===== config.mk =====
export PLATFORM = sky130hd
export DESIGN_NAME = branch_unit
export DESIGN_NICKNAME = d
export VERILOG_FILES = /design/src/rtl/branch_pkg.sv /design/src/rtl/branch_cmp.sv /design/src/rtl/branch_unit.sv
export SDC_FILE = /design/constraint.sdc
export NUM_CORES = 1
export LEC_CHECK = 0
export BUFFER_PORTS_ARGS = -buffer_cell sky130_fd_sc_hd__buf_2
export CORE_MARGIN = 5
export CORE_UTILIZATION = 55
export CTS_BUF_LIST = sky130_fd_sc_hd__clkbuf_4
export CTS_CLUSTER_SIZE = 40
export DETAILED_ROUTE_END_ITERATION = 10
export GPL_TIMING_DRIVEN = 0
export PLACE_DENSITY = 0.79
export REMOVE_ABC_BUFFERS = 1
export SETUP_SLACK_MARGIN = 0.2
export SYNTH_ARGS = -nofsm -noshare
export SYNTH_HDL_FRONTEND = slang
export SYNTH_SLANG_ARGS = --single-unit

===== constraint.sdc =====
create_clock -name clk -period 5.8 [get_ports clk]
set_input_delay 0 -clock clk [delete_from_list [all_inputs] [get_ports clk]]
set_output_delay 0 -clock clk [all_outputs]
set_load 0.01 [all_outputs]

===== src/rtl/branch_pkg.sv =====
// ============================================================================
//  Module      : branch_pkg
//  Description : Shared types, opcode constants and FSM state encodings for the
//                branch execution stage and its compare helper.
//                Contents: addr_t / word_t / sinst_t / regtag_t, c_unlocked,
//                c_op_beq .. c_op_jalr, state_t.
//  Revision    : 1.0 - initial release
// ============================================================================
`default_nettype none

package branch_pkg;

    localparam int ADDR_W = 32;
    localparam int WORD_W = 32;
    localparam int OP_W   = 6;
    localparam int TAG_W  = 4;

    typedef logic [ADDR_W-1:0] addr_t;
    typedef logic [WORD_W-1:0] word_t;
    typedef logic [OP_W-1:0]   sinst_t;
    typedef logic [TAG_W-1:0]  regtag_t;

    // A tag of all ones means the operand value is already present.
    localparam regtag_t c_unlocked = {TAG_W{1'b1}};

    localparam sinst_t c_op_beq  = 6'd0;
    localparam sinst_t c_op_bne  = 6'd1;
    localparam sinst_t c_op_blt  = 6'd2;
    localparam sinst_t c_op_bge  = 6'd3;
    localparam sinst_t c_op_bltu = 6'd4;
    localparam sinst_t c_op_bgeu = 6'd5;
    localparam sinst_t c_op_jal  = 6'd6;
    localparam sinst_t c_op_jalr = 6'd7;

    typedef enum logic [1:0] {
        ST_IDLE     = 2'd0,
        ST_EXEC     = 2'd1,
        ST_REDIRECT = 2'd2
    } state_t;

endpackage

`default_nettype wire


===== src/rtl/branch_cmp.sv =====
// ============================================================================
//  Module      : branch_cmp
//  Description : Purely combinational branch condition evaluator. Also used by
//                the ALU for SLT/SLTU, so it carries no state.
//                Ports: op (in)  branch opcode
//                       a  (in)  operand x
//                       b  (in)  operand y
//                       taken (out) condition result; 0 for unknown opcodes
//  Revision    : 1.0 - initial release
// ============================================================================
`default_nettype none

module branch_cmp
    import branch_pkg::*;
(
    input  sinst_t op,
    input  word_t  a,
    input  word_t  b,
    output logic   taken
);

    always_comb begin
        taken = 1'b0;
        case (op)
            c_op_beq  : taken = (a == b);
            c_op_bne  : taken = (a != b);
            c_op_blt  : taken = ($signed(a) <  $signed(b));
            c_op_bge  : taken = ($signed(a) >= $signed(b));
            c_op_bltu : taken = (a <  b);
            c_op_bgeu : taken = (a >= b);
            c_op_jal  : taken = 1'b1;
            c_op_jalr : taken = 1'b1;
            default   : taken = 1'b0;
        endcase
    end

endmodule

`default_nettype wire


===== src/rtl/branch_unit.sv =====
// ============================================================================
//  Module      : branch_unit
//  Description : Branch execution stage behind the branch reservation station.
//                Captures a ready entry, resolves it, and holds a redirect to
//                fetch for taken branches / jumps until fetch acknowledges.
//                Ports: clk, rst (async, active high), rdy (global enable)
//                       rs_busy/rs_pc/rs_offset/rs_op/rs_tag*/rs_data*  (in)
//                       busy_branch, unit_stall                         (out)
//                       jump_en, jump_addr (out), jump_ack (in)
//                       resolve_en, resolve_taken                       (out)
//  Revision    : 1.0 - initial release
// ============================================================================
`default_nettype none

module branch_unit
    import branch_pkg::*;
(
    input  logic    clk,
    input  logic    rst,
    input  logic    rdy,
    input  logic    rs_busy,
    input  addr_t   rs_pc,
    input  word_t   rs_offset,
    input  sinst_t  rs_op,
    input  regtag_t rs_tagx,
    input  regtag_t rs_tagy,
    input  word_t   rs_datax,
    input  word_t   rs_datay,
    output logic    busy_branch,
    output logic    unit_stall,
    output logic    jump_en,
    output addr_t   jump_addr,
    input  logic    jump_ack,
    output logic    resolve_en,
    output logic    resolve_taken
);

    state_t r_state;
    state_t w_state_next;

    addr_t  r_pc;
    sinst_t r_op;
    word_t  r_offset;
    word_t  r_datax;
    word_t  r_datay;

    logic   r_jump_en;
    addr_t  r_jump_addr;
    logic   r_resolve_en;
    logic   r_resolve_taken;

    logic   w_ready;
    logic   w_capture;
    logic   w_taken;
    word_t  w_sum;
    addr_t  w_target;
    logic   w_jump_en_next;
    addr_t  w_jump_addr_next;
    logic   w_resolve_en_next;
    logic   w_resolve_taken_next;

    assign w_ready     = rs_busy && (rs_tagx == c_unlocked) && (rs_tagy == c_unlocked);
    // The entry is consumed only in the cycle the unit actually captures it.
    assign busy_branch = rs_busy && !((r_state == ST_IDLE) && w_ready);
    assign unit_stall  = (r_state != ST_IDLE);

    branch_cmp u_cmp (
        .op    (r_op),
        .a     (r_datax),
        .b     (r_datay),
        .taken (w_taken)
    );

    // JALR is register-relative with bit 0 forced low; everything else is
    // pc-relative. Misaligned results are passed on untouched for fetch to trap.
    assign w_sum    = (r_op == c_op_jalr) ? (r_datax + r_offset) : (r_pc + r_offset);
    assign w_target = (r_op == c_op_jalr) ? {w_sum[ADDR_W-1:1], 1'b0} : w_sum;

    always_ff @(posedge clk or posedge rst) begin
        if (rst) begin
            r_state <= ST_IDLE;
        end else begin
            r_state <= w_state_next;
        end
    end

    always_comb begin
        w_state_next         = r_state;
        w_capture            = 1'b0;
        w_jump_en_next       = r_jump_en;
        w_jump_addr_next     = r_jump_addr;
        w_resolve_en_next    = 1'b0;  // pulse: never held, even while rdy is low
        w_resolve_taken_next = r_resolve_taken;
        if (rdy) begin
            case (r_state)
                ST_IDLE: begin
                    if (w_ready) begin
                        w_capture    = 1'b1;
                        w_state_next = ST_EXEC;
                    end
                end
                ST_EXEC: begin
                    if (w_taken) begin
                        w_jump_en_next   = 1'b1;
                        w_jump_addr_next = w_target;
                        w_state_next     = ST_REDIRECT;
                    end else begin
                        w_resolve_en_next    = 1'b1;
                        w_resolve_taken_next = 1'b0;
                        w_state_next         = ST_IDLE;
                    end
                end
                ST_REDIRECT: begin
                    if (jump_ack) begin
                        w_jump_en_next       = 1'b0;
                        w_resolve_en_next    = 1'b1;
                        w_resolve_taken_next = 1'b1;
                        w_state_next         = ST_IDLE;
                    end
                end
                default: begin
                    w_state_next = ST_IDLE;
                end
            endcase
        end
    end

    always_ff @(posedge clk or posedge rst) begin
        if (rst) begin
            r_pc            <= '0;
            r_op            <= '0;
            r_offset        <= '0;
            r_datax         <= '0;
            r_datay         <= '0;
            r_jump_en       <= 1'b0;
            r_jump_addr     <= '0;
            r_resolve_en    <= 1'b0;
            r_resolve_taken <= 1'b0;
        end else begin
            if (w_capture) begin
                r_pc     <= rs_pc;
                r_op     <= rs_op;
                r_offset <= rs_offset;
                r_datax  <= rs_datax;
                r_datay  <= rs_datay;
            end
            r_jump_en       <= w_jump_en_next;
            r_jump_addr     <= w_jump_addr_next;
            r_resolve_en    <= w_resolve_en_next;
            r_resolve_taken <= w_resolve_taken_next;
        end
    end

    assign jump_en       = r_jump_en;
    assign jump_addr     = r_jump_addr;
    assign resolve_en    = r_resolve_en;
    assign resolve_taken = r_resolve_taken;

endmodule

`default_nettype wire


# ---- After elaboration in Yosys (flattened, before gate mapping)
# Index checks and enable logic that the tools add are counted.
dict set report totals {
  register_bits 171
  input_bits 147
}
dict set report classes {
  addsub 2
  n_lt_le_gt_ge 4
  n_eq_ne 17
  muxes 20
  n_reduce_logical 14
}
# op count
set ops {}
lappend ops {{adder 32 bit} 2}
lappend ops {{>= comparator 32 bit} 2}
lappend ops {{less-than comparator 32 bit} 2}
lappend ops {{equality test 32 bit} 1}
lappend ops {{two-way mux 32 bit} 1}
lappend ops {{!= test 32 bit} 1}
lappend ops {{equality test 6 x 3 -> 1 bit, second input constant} 4}
lappend ops {{equality test 6 x 2 -> 1 bit, second input constant} 2}
lappend ops {{two-way mux 1 bit} 11}
lappend ops {{equality test 4 bit, second input constant} 2}
lappend ops {{AND reduction 4 bit} 2}
lappend ops {{one-hot mux 1 bit (7 select lines)} 1}
lappend ops {{equality test 6 x 1 -> 1 bit, second input constant} 1}
lappend ops {{zero test 6 bit} 1}
lappend ops {{two-way mux 2 bit} 3}
lappend ops {{!= test 2 bit, second input constant} 3}
lappend ops {{one-hot mux 1 bit (2 select lines)} 3}
lappend ops {{one-hot mux 2 bit (3 select lines)} 1}
lappend ops {{AND reduction 3 bit} 2}
lappend ops {{logical AND 1 bit} 4}
lappend ops {{nonzero test 2 bit} 2}
lappend ops {{equality test 2 x 1 -> 1 bit, second input constant} 1}
lappend ops {{equality test 2 bit, second input constant} 1}
lappend ops {{zero test 2 bit} 1}
lappend ops {{3 further kinds} 3}

# ---- Depth between registers and ports, before layout
# Gate-level depths: netlist of the first run.
dict set report depth {
  word_depth 6
  ltp_mapped 15
  ltp_nobuf 14
}

# ---- Modules after synthesis
# A second synthesis of the first run with hierarchy kept.
dict set report unflattened {
  hier_cells 905
  area_unflattened_um2 9813.2
}
# mod n_inst cells_per_inst area_each_um2
set by_module_without_submodules {}
lappend by_module_without_submodules {branch_unit 1 775 8864.8}
lappend by_module_without_submodules {branch_cmp 1 130 948.4}

# ---- Worst setup path after synthesis of the first run
# No wires, ideal clock.
dict set report synth_path {
  path_type {register to register}
  from {register r_op[3]}
  to {register r_jump_addr[30] (netlist: jump_addr[30])}
  setup_ns 0.125
  arrival_time_ns 4.099
  required_time_ns 5.675
  setup_slack_ns 1.577
  path_stages_with_launch 16
  cell_sequence {dfrtp_1 > nor3_1 > and4_1 > clkbuf_1 > clkbuf_1 > mux2_2 > ha_1 > a211oi_2 > o211ai_1 > a221o_1 > a221o_1 > a211o_1 > a31oi_2 > o21ai_1 > xor2_1 > mux2_2}
}
dict set report synth_between {
  elab_chain_cells 4
  elab_cells_between_ends 12
  classes_between {eq/ne: 7; mux: 2; reduce/logical: 3}
}
# element line_no
set synth_lines {}
lappend synth_lines {{from (decl)} branch_unit.sv:42} ;# sinst_t r_op;
lappend synth_lines {{from (signal assigned)} branch_unit.sv:142} ;# r_op <= rs_op;
lappend synth_lines {{equality test 6 x 3 -> 1 bit (on tied branches)} {branch_cmp.sv:24, branch_unit.sv:76}}
lappend synth_lines {{OR reduction 2 bit (no line)} --}
lappend synth_lines {{one-hot mux 1 bit (7 select lines)} branch_cmp.sv:24} ;# case (op)
lappend synth_lines {{AND reduction 3 bit (no line)} --}
lappend synth_lines {{to (signal assigned)} branch_unit.sv:148} ;# r_jump_addr <= w_jump_addr_next;
lappend synth_lines {{to (decl)} branch_unit.sv:48} ;# addr_t r_jump_addr;
# Parallel ways exist; a longest one is shown, timed or not.
# A chain may end at the register's enable or synchronous reset.

# ---- Worst setup path in the final report of the first run
dict set report layout_path {
  from {register r_op[4]}
  to {register r_jump_addr[30] (netlist: jump_addr[30])}
}
# The elaborated chain is that of the path after synthesis.

==> results of run 1 <==
[cell usage after synthesis (all sizes together), types with 2 or more instances]
| master | number | area (um2) |
|---|---|---|
| mux2 | 185 | 2080 |
| dfrtp | 171 | 4280 |
| ha | 66 | 826 |
| inv | 44 | 165 |
| a21oi | 41 | 205 |
| o21ai | 22 | 110 |
| nand2 | 21 | 78.8 |
| clkbuf | 20 | 75.1 |
| nor2 | 20 | 75.1 |
| a21o | 19 | 143 |
| xnor2 | 16 | 140 |
| nand3 | 12 | 60.1 |
| and3 | 11 | 68.8 |
| xor2 | 9 | 78.8 |
| nand4 | 7 | 43.8 |
| nor3 | 7 | 35.0 |
| o211ai | 6 | 45.0 |
| o31ai | 6 | 45.0 |
| a211oi | 5 | 42.5 |
| and2 | 5 | 31.3 |
| nor2b | 5 | 31.3 |
| o21a | 5 | 37.5 |
| a31o | 4 | 35.0 |
| a31oi | 4 | 31.3 |
| buf | 4 | 18.8 |
| nand2b | 4 | 25.0 |
| o21bai | 4 | 30.0 |
| a221o | 3 | 30.0 |
| and4 | 3 | 26.3 |
| nand3b | 3 | 22.5 |
| or3 | 3 | 18.8 |
| a211o | 2 | 17.5 |
| a221oi | 2 | 23.8 |
| o2bb2ai | 2 | 17.5 |
| or2 | 2 | 12.5 |
[state kept, by name, summed over array words and instances, names as in the netlist]
name,count
r_op,6
r_datax,32
r_pc,32
resolve_en,1
r_offset,32
jump_addr,32
r_state,2
resolve_taken,1
r_datay,32
jump_en,1
[layout by cell type, fill, tap and decap left out, types with 7 or more instances in the layout]
cell,instances
dfrtp_1,171
nor2_1,20
inv_1,43
and3_1,11
a21oi_1,41
a21o_1,19
o21ai_0,21
buf_2,183
mux2_1,15
nand4_1,7
nand2_1,21
nand3_1,11
mux2_2,170
nor3_1,7
xor2_1,9
dlygate4sd3_1,139
ha_1,66
clkbuf_4,17
xnor2_1,16
[path summary, 6_finish.rpt]
path	cells past startpoint	endpoint	slack [ns]	start
min reg2reg	1	jump_addr[1]	0.50	jump_addr[1]
min in group asynchronous	4	jump_addr[0]	0.59	rst
max reg2reg	14	jump_addr[30]	1.02	r_op[4]
min	5	r_state[1]	0.14	rs_tagx[0]
max in group asynchronous	5	r_pc[3]	4.22	rst
max	14	jump_addr[30]	1.02	r_op[4]
[per-layer routing]
layer	global-route usage (%)	routed length [um]	up-vias
li1	-	-	3407
met1	30.8	9940	3481
met2	42.2	11800	206
met3	5.79	1020	66
met4	11.0	974	0
met5	0	0	-
[worst max-delay path, delay by kind of cell, from the launching register on]
kind                     cells  cell delay, ns
AND/OR/NAND/NOR              2            0.85
flip-flops                   1            0.40
adder cells (fa/ha/maj)      2            0.67
multiplexers                 2            0.64
XOR/XNOR                     1            0.15
AO/OA/AOI/OAI                7            1.95
[metrics by stage]
step	power, mW	utilization [%]
2_1_floorplan	1.46	-
3_3_place_gp	1.58	62.2
3_5_place_dp	1.60	63.1
4_1_cts	2.40	73.4
5_1_grt	2.51	73.4
6_report	2.39	73.4
[cell type report]
cell class	instances	area (um2)	share of cell area, %
multi-input cells	518	4630	38.3
flip-flops and latches	171	4280	35.4
repair buffers	328	2420	20.1
well taps	220	275	2.28
inverters	44	173	1.43
clock inverters	15	171	1.42
clock buffers	17	128	1.06
diodes	4	10.0	0.0828
[report_power, final]
group	total [mW]	internal, mW	switching, mW
logic	0.392	0.205	0.187
registers	1.26	1.24	0.0271
clock network	0.731	0.299	0.432
[kinds of logic after synthesis]
family | share of synthesized area (%)
multiplexers | 22.9
flip-flops | 46.8
AO/OA/AOI/OAI | 9.84
AND/OR/NAND/NOR | 5.97
buffers and inverters | 2.83
adder cells (fa/ha/maj) | 9.25
XOR/XNOR | 2.40
==> metrics.txt, run 1 <==
Post-CTS Setup Bufs=0; fin nets=1294; final RePlAce weighted congestion=0.827; Finished Layout Cells=1317; final clock skew=about 0.027 ns; CP Cell Sequence=nor3_1, and4_2, mux2_2, ha_1, fa_1, a211oi_2, o211ai_1, a221o_1, a221o_1, a211o_1, a31oi_2, o21ai_1, xor2_1, mux2_2; Worst Path Required=6.26 ns; first-pass GRT wire length=39.1 mm; Core ar.=0.0165 mm2; IO Count=about 180; EDFF count, synth=0; CTS Buf Count=17; Syn. warnings=0; fill cell count=roughly 1100; clock sink total=171; Via Count=7160; crit-path max FO=10; Setup Viol. Count Final=0; 1st-iter DRT viols=335; gr ovfl total=0; total routed wirelength=23.7 mm; HP Class=in -> reg; initial antenna violation count=3; CTS max path bufs=2; post-cts sizing count=0; Tmin final=about 4.8 ns; Antenna Nets Post-Route=0; worst-skew pair later-pin latency=0.56 ns; Async S/R FF share, synth=100%; Slew HR=around half; Synth Area per Inst=about 12 um2; Die Area=0.0193 mm2; Post-Syn Instances=about 760; largest net degree at the start of global routing=between 100 and 150; htree depth=4; Total Neg Setup Slack=0 ns; vias in the first global route=between 7000 and 8000; P&R area growth vs syn=32.3%; Finished Cell Area=roughly 0.012 mm2; starting density of the core=55.5%; VDD IR max=0.000186 V; final period utilization=82.4%; FP Rows=47; drt pass-1 iters=4; RSZ-0062 raised after global routing=false; Detailed Place HPWL=roughly 15 mm; setup ws final=1.02 ns; unique cell type count in the Yosys netlist=55; Setup CP Type=reg -> reg; # hold bufs at CTS=139; Clock transition at path regs=0.14 ns; Main synth FF type=dfrtp_1; Critical Path Slowest Stage Cell=and4_2; layout cells sized above 1=36.8%; status=completed; Data arrival, critical path=5.24 ns; drt wl/cell=18.0 um; clock root cell=clkbuf_4; DRC errors left=0; vias per cell=5.44; Crit. End Element=register; fmax=between 0.2 and 0.25 GHz; # Max-Cap Violations=0; chip height=139 um; TritonCTS clock tree=built; Die W=139 um; Static Leak=roughly 6.4 nW; Placed Cells=1142; mapped cell area=0.00914 mm2; synthesized flop and latch total=about 170; Final Hold Vio Count=0; Slew Limit Fails=0; sequential cell area fraction in the yosys report=46.8%; gr usage total=25.0%; Worst-Margin Slew=0.759 ns; Buffers on Ports=around 180; critical path startpoint category=register; Post-DP Area=0.0104 mm2; Hold Slack=0.138 ns; crit-path max cell delay=0.51 ns; dpl ws=1.08 ns; Pwr Density=197 mW/mm2
No activity file was read; power rests on OpenSTA's default activity.
==> inputs of run 2 (changes only) <==
--- a/config.mk
+++ b/config.mk
@@ -5,6 +5,7 @@
 export SDC_FILE = /design/constraint.sdc
 export NUM_CORES = 1
 export LEC_CHECK = 0
+export ABC_AREA = 1
 export BUFFER_PORTS_ARGS = -buffer_cell sky130_fd_sc_hd__buf_2
 export CORE_MARGIN = 5
 export CORE_UTILIZATION = 55
@@ -12,7 +13,7 @@
 export CTS_CLUSTER_SIZE = 40
 export DETAILED_ROUTE_END_ITERATION = 10
 export GPL_TIMING_DRIVEN = 0
-export PLACE_DENSITY = 0.79
+export PLACE_DENSITY = 0.78
 export REMOVE_ABC_BUFFERS = 1
 export SETUP_SLACK_MARGIN = 0.2
 export SYNTH_ARGS = -nofsm -noshare
==> constraint.sdc (replaced) <==
create_clock -name clk -period 5 [get_ports clk]
set_input_delay 0 -clock clk [delete_from_list [all_inputs] [get_ports clk]]
set_output_delay 0 -clock clk [all_outputs]
set_load 0.01 [all_outputs]
==> metrics.txt, run 2 <==
initial antenna violation count=2 (was 3); Async S/R FF share, synth=100% (unchanged); unique cell type count in the Yosys netlist=38 (was 55); top cell type by total area after synthesis=dfrtp_1 (unchanged); Setup CP Type=reg -> reg (unchanged); 1st-iter DRT viols=485 (was 335); Buffers on Ports=183 (unchanged); Static Leak=6.89 nW (was 6.40 nW); crit-path max FO=20 (was 10); count leader, synth=nand2_1 (was dfrtp_1); Main synth FF type=dfrtp_1 (unchanged); Detailed Place HPWL=16.5 mm (was 15.5 mm); Synth Area per Inst=10.0 um2 (was 12.1 um2); CTS Buf Count=17 (unchanged); most common cell after layout, fill and taps aside=nand2_1 (was buf_2); CP Buf/Inv Count=2 (was 0); synth cell count leaders=187 x nand2_1, 171 x dfrtp_1, 164 x mux2_2, 87 x inv_1, 66 x ha_1 (was 171 x dfrtp_1, 170 x mux2_2, 66 x ha_1, 44 x inv_1, 41 x a21oi_1); Post-CTS Setup Bufs=0 (unchanged); Clock transition at path regs=0.15 ns (was 0.14 ns); Critical Path Slowest Stage Cell=nand3_2 (was and4_2); cell family with most CP delay=simple AND/OR/NAND/NOR gates (was compound AO/OA/AOI/OAI gates); htree depth=4 (unchanged); P&R area growth vs syn=29.7% (was 32.3%); Top cell by count, worst path=nand2_1; Power, Total=3.06 mW (was 2.39 mW); Setup Viol. Count Final=0 (unchanged); FP Rows=48 (was 47); VDD IR max=0.000164 V (was 0.000186 V); top cells by area, synth=dfrtp_1 45%, mux2_2 19%, ha_1 8.6% (was dfrtp_1 47%, mux2_2 21%, ha_1 9.0%); Worst-Margin Slew=1.17 ns (was 0.759 ns); Antenna Nets Post-Route=0 (unchanged); Post-Syn Instances=958 (was 757); Slew HR=21.7% (was 49.3%); setup ws final=0.774 ns (was 1.02 ns); mapped cell area=0.00959 mm2 (was 0.00914 mm2); final RePlAce weighted congestion=0.919 (was 0.827); drt wl/cell=16.8 um (was 18.0 um); clock sink total=171 (unchanged); commonest non-fill, non-tap cells in the layout=186 x nand2_1, 183 x buf_2, 171 x dfrtp_1, 164 x mux2_2, 140 x dlygate4sd3_1 (was 183 x buf_2, 171 x dfrtp_1, 170 x mux2_2, 139 x dlygate4sd3_1, 66 x ha_1); TritonCTS clock tree=built (unchanged); crit-path max cell delay=0.49 ns (was 0.51 ns); IO Count=184 (unchanged); gr usage total=25.6% (was 25.0%); synthesized flop and latch total=171 (unchanged); share of the synthesized area in the top cell type=44.6% (was 46.8%); first-pass GRT wire length=41.1 mm (was 39.1 mm); vias in the first global route=8347 (was 7736); Crit. End Element=register (unchanged); fin nets=1491 (was 1294); RSZ-0062 raised after global routing=false (unchanged); Core ar.=0.0172 mm2 (was 0.0165 mm2); Final Util=72.4% (was 73.4%); Hold Slack=0.0132 ns (was 0.138 ns); Die W=142 um (was 139 um); HP Class=in -> async (was in -> reg); fmax=0.237 GHz (was 0.209 GHz); Slew Limit Fails=0 (unchanged); chip height=142 um (was 139 um); vias per cell=5.34 (was 5.44); Die Area=0.0202 mm2 (was 0.0193 mm2); Via Count=8112 (was 7160); starting density of the core=55.8% (was 55.5%); Data arrival, critical path=4.68 ns (was 5.24 ns); Pwr Density=246 mW/mm2 (was 197 mW/mm2); critical path startpoint category=register (unchanged); Syn. warnings=0 (unchanged); post-cts sizing count=0 (unchanged); final clock skew=0.0307 ns (was 0.0273 ns); CP Cell Sequence=nor2_1, inv_1, nor2_1, nand3_2, buf_16, mux2_2, ha_1, nand3_1, nand3_1, a21oi_1, o21ai_0, a21oi_1, o21bai_1, nand2_1, nand2_1, nand2_1, nand2_1, nand2_1, nand2_1 (was nor3_1, and4_2, mux2_2, ha_1, fa_1, a211oi_2, o211ai_1, a221o_1, a221o_1, a211o_1, a31oi_2, o21ai_1, xor2_1, mux2_2); drt pass-1 iters=5 (was 4); CTS max path bufs=2 (unchanged); worst-skew pair later-pin latency=0.58 ns (was 0.56 ns); sequential cell area fraction in the yosys report=44.6% (was 46.8%); # Max-Cap Violations=0 (unchanged); largest net degree at the start of global routing=96 (was 126); Final Hold Vio Count=0 (unchanged); status=completed (unchanged); clock root cell=clkbuf_4 (unchanged); EDFF count, synth=0 (unchanged); DRC errors left=0 (unchanged); Tmin final=4.23 ns (was 4.78 ns); final period utilization=84.5% (was 82.4%); layout cells sized above 1=30.5% (was 36.8%); Worst Path Required=5.45 ns (was 6.26 ns); total routed wirelength=25.5 mm (was 23.7 mm); dpl ws=0.951 ns (was 1.08 ns); gr ovfl total=0 (unchanged); # hold bufs at CTS=140 (was 139)
## run 2: worst register-to-register path, stage by stage (launching register included)
cell      delay [ns]
dfrtp_1         0.41
nor2_1          0.22
inv_1           0.08
nor2_1          0.16
nand3_2         0.49
buf_16          0.38
mux2_2          0.31
ha_1            0.33
nand3_1         0.09
nand3_1         0.11
a21oi_1         0.41
o21ai_0         0.26
a21oi_1         0.32
o21bai_1        0.17
nand2_1         0.11
nand2_1         0.05
nand2_1         0.05
nand2_1         0.05
nand2_1         0.05
nand2_1         0.06
## run 2: cell families after synthesis
logic type | Yosys count | synth area share [%]
multiplexers | 165 | 19.4
AO/OA/AOI/OAI | 123 | 6.90
AND/OR/NAND/NOR | 289 | 12.7
XOR/XNOR | 29 | 2.65
buffers and inverters | 114 | 4.97
flip-flops | 171 | 44.6
adder cells (fa/ha/maj) | 67 | 8.82
## run 2: metrics by stage
step           area [um2]  TNS, ns  instances
2_1_floorplan        9440        0        932
3_3_place_gp        10600  -355.38       1340
3_5_place_dp        10700        0       1343
4_1_cts             12400        0       1515
5_1_grt             12400        0       1517
6_report            12400        0       1519
## run 2: worst paths after layout
path                                     from       endpoint  slack, ns  cells past startpoint
worst max-delay path                  r_op[4]  jump_addr[29]       0.77                     19
worst min-delay path                      rst    r_datax[16]       0.01                      3
worst max register to register        r_op[4]  jump_addr[29]       0.77                     19
worst min register to register  jump_addr[19]  jump_addr[19]       0.49                      2
max in group asynchronous                 rst  jump_addr[23]       4.09                      4
min in group clk                 rs_datax[19]    r_datax[19]       0.18                      3
## run 2: layout make-up
type / count / area [um2]
Inverter: 88 / 338
Tap cell: 225 / 282
Clock inverter: 11 / 121
Sequential cell: 171 / 4280
Clock buffer: 21 / 158
Multi-Input combinational cell: 673 / 4850
Antenna cell: 4 / 10.0
Timing Repair Buffer: 326 / 2400
Fill cell: 1272 / 4740
## run 2: power by group
group          leakage [nW]  total (mW)  internal [mW]  switching, mW
sequential             2.38        1.52           1.47         0.0503
clock                 0.155       0.810          0.319          0.491
combinational          4.36       0.731          0.306          0.425
total                  6.89        3.06           2.09          0.966
## run 2: per-layer routing
layer	vias to the layer above	track usage, %	part of all wire, %
met5	-	0	0
met4	0	9.95	2.9
met3	58	5.07	6.1
met2	265	43.9	50
met1	3899	32.0	41
li1	3890	-	-
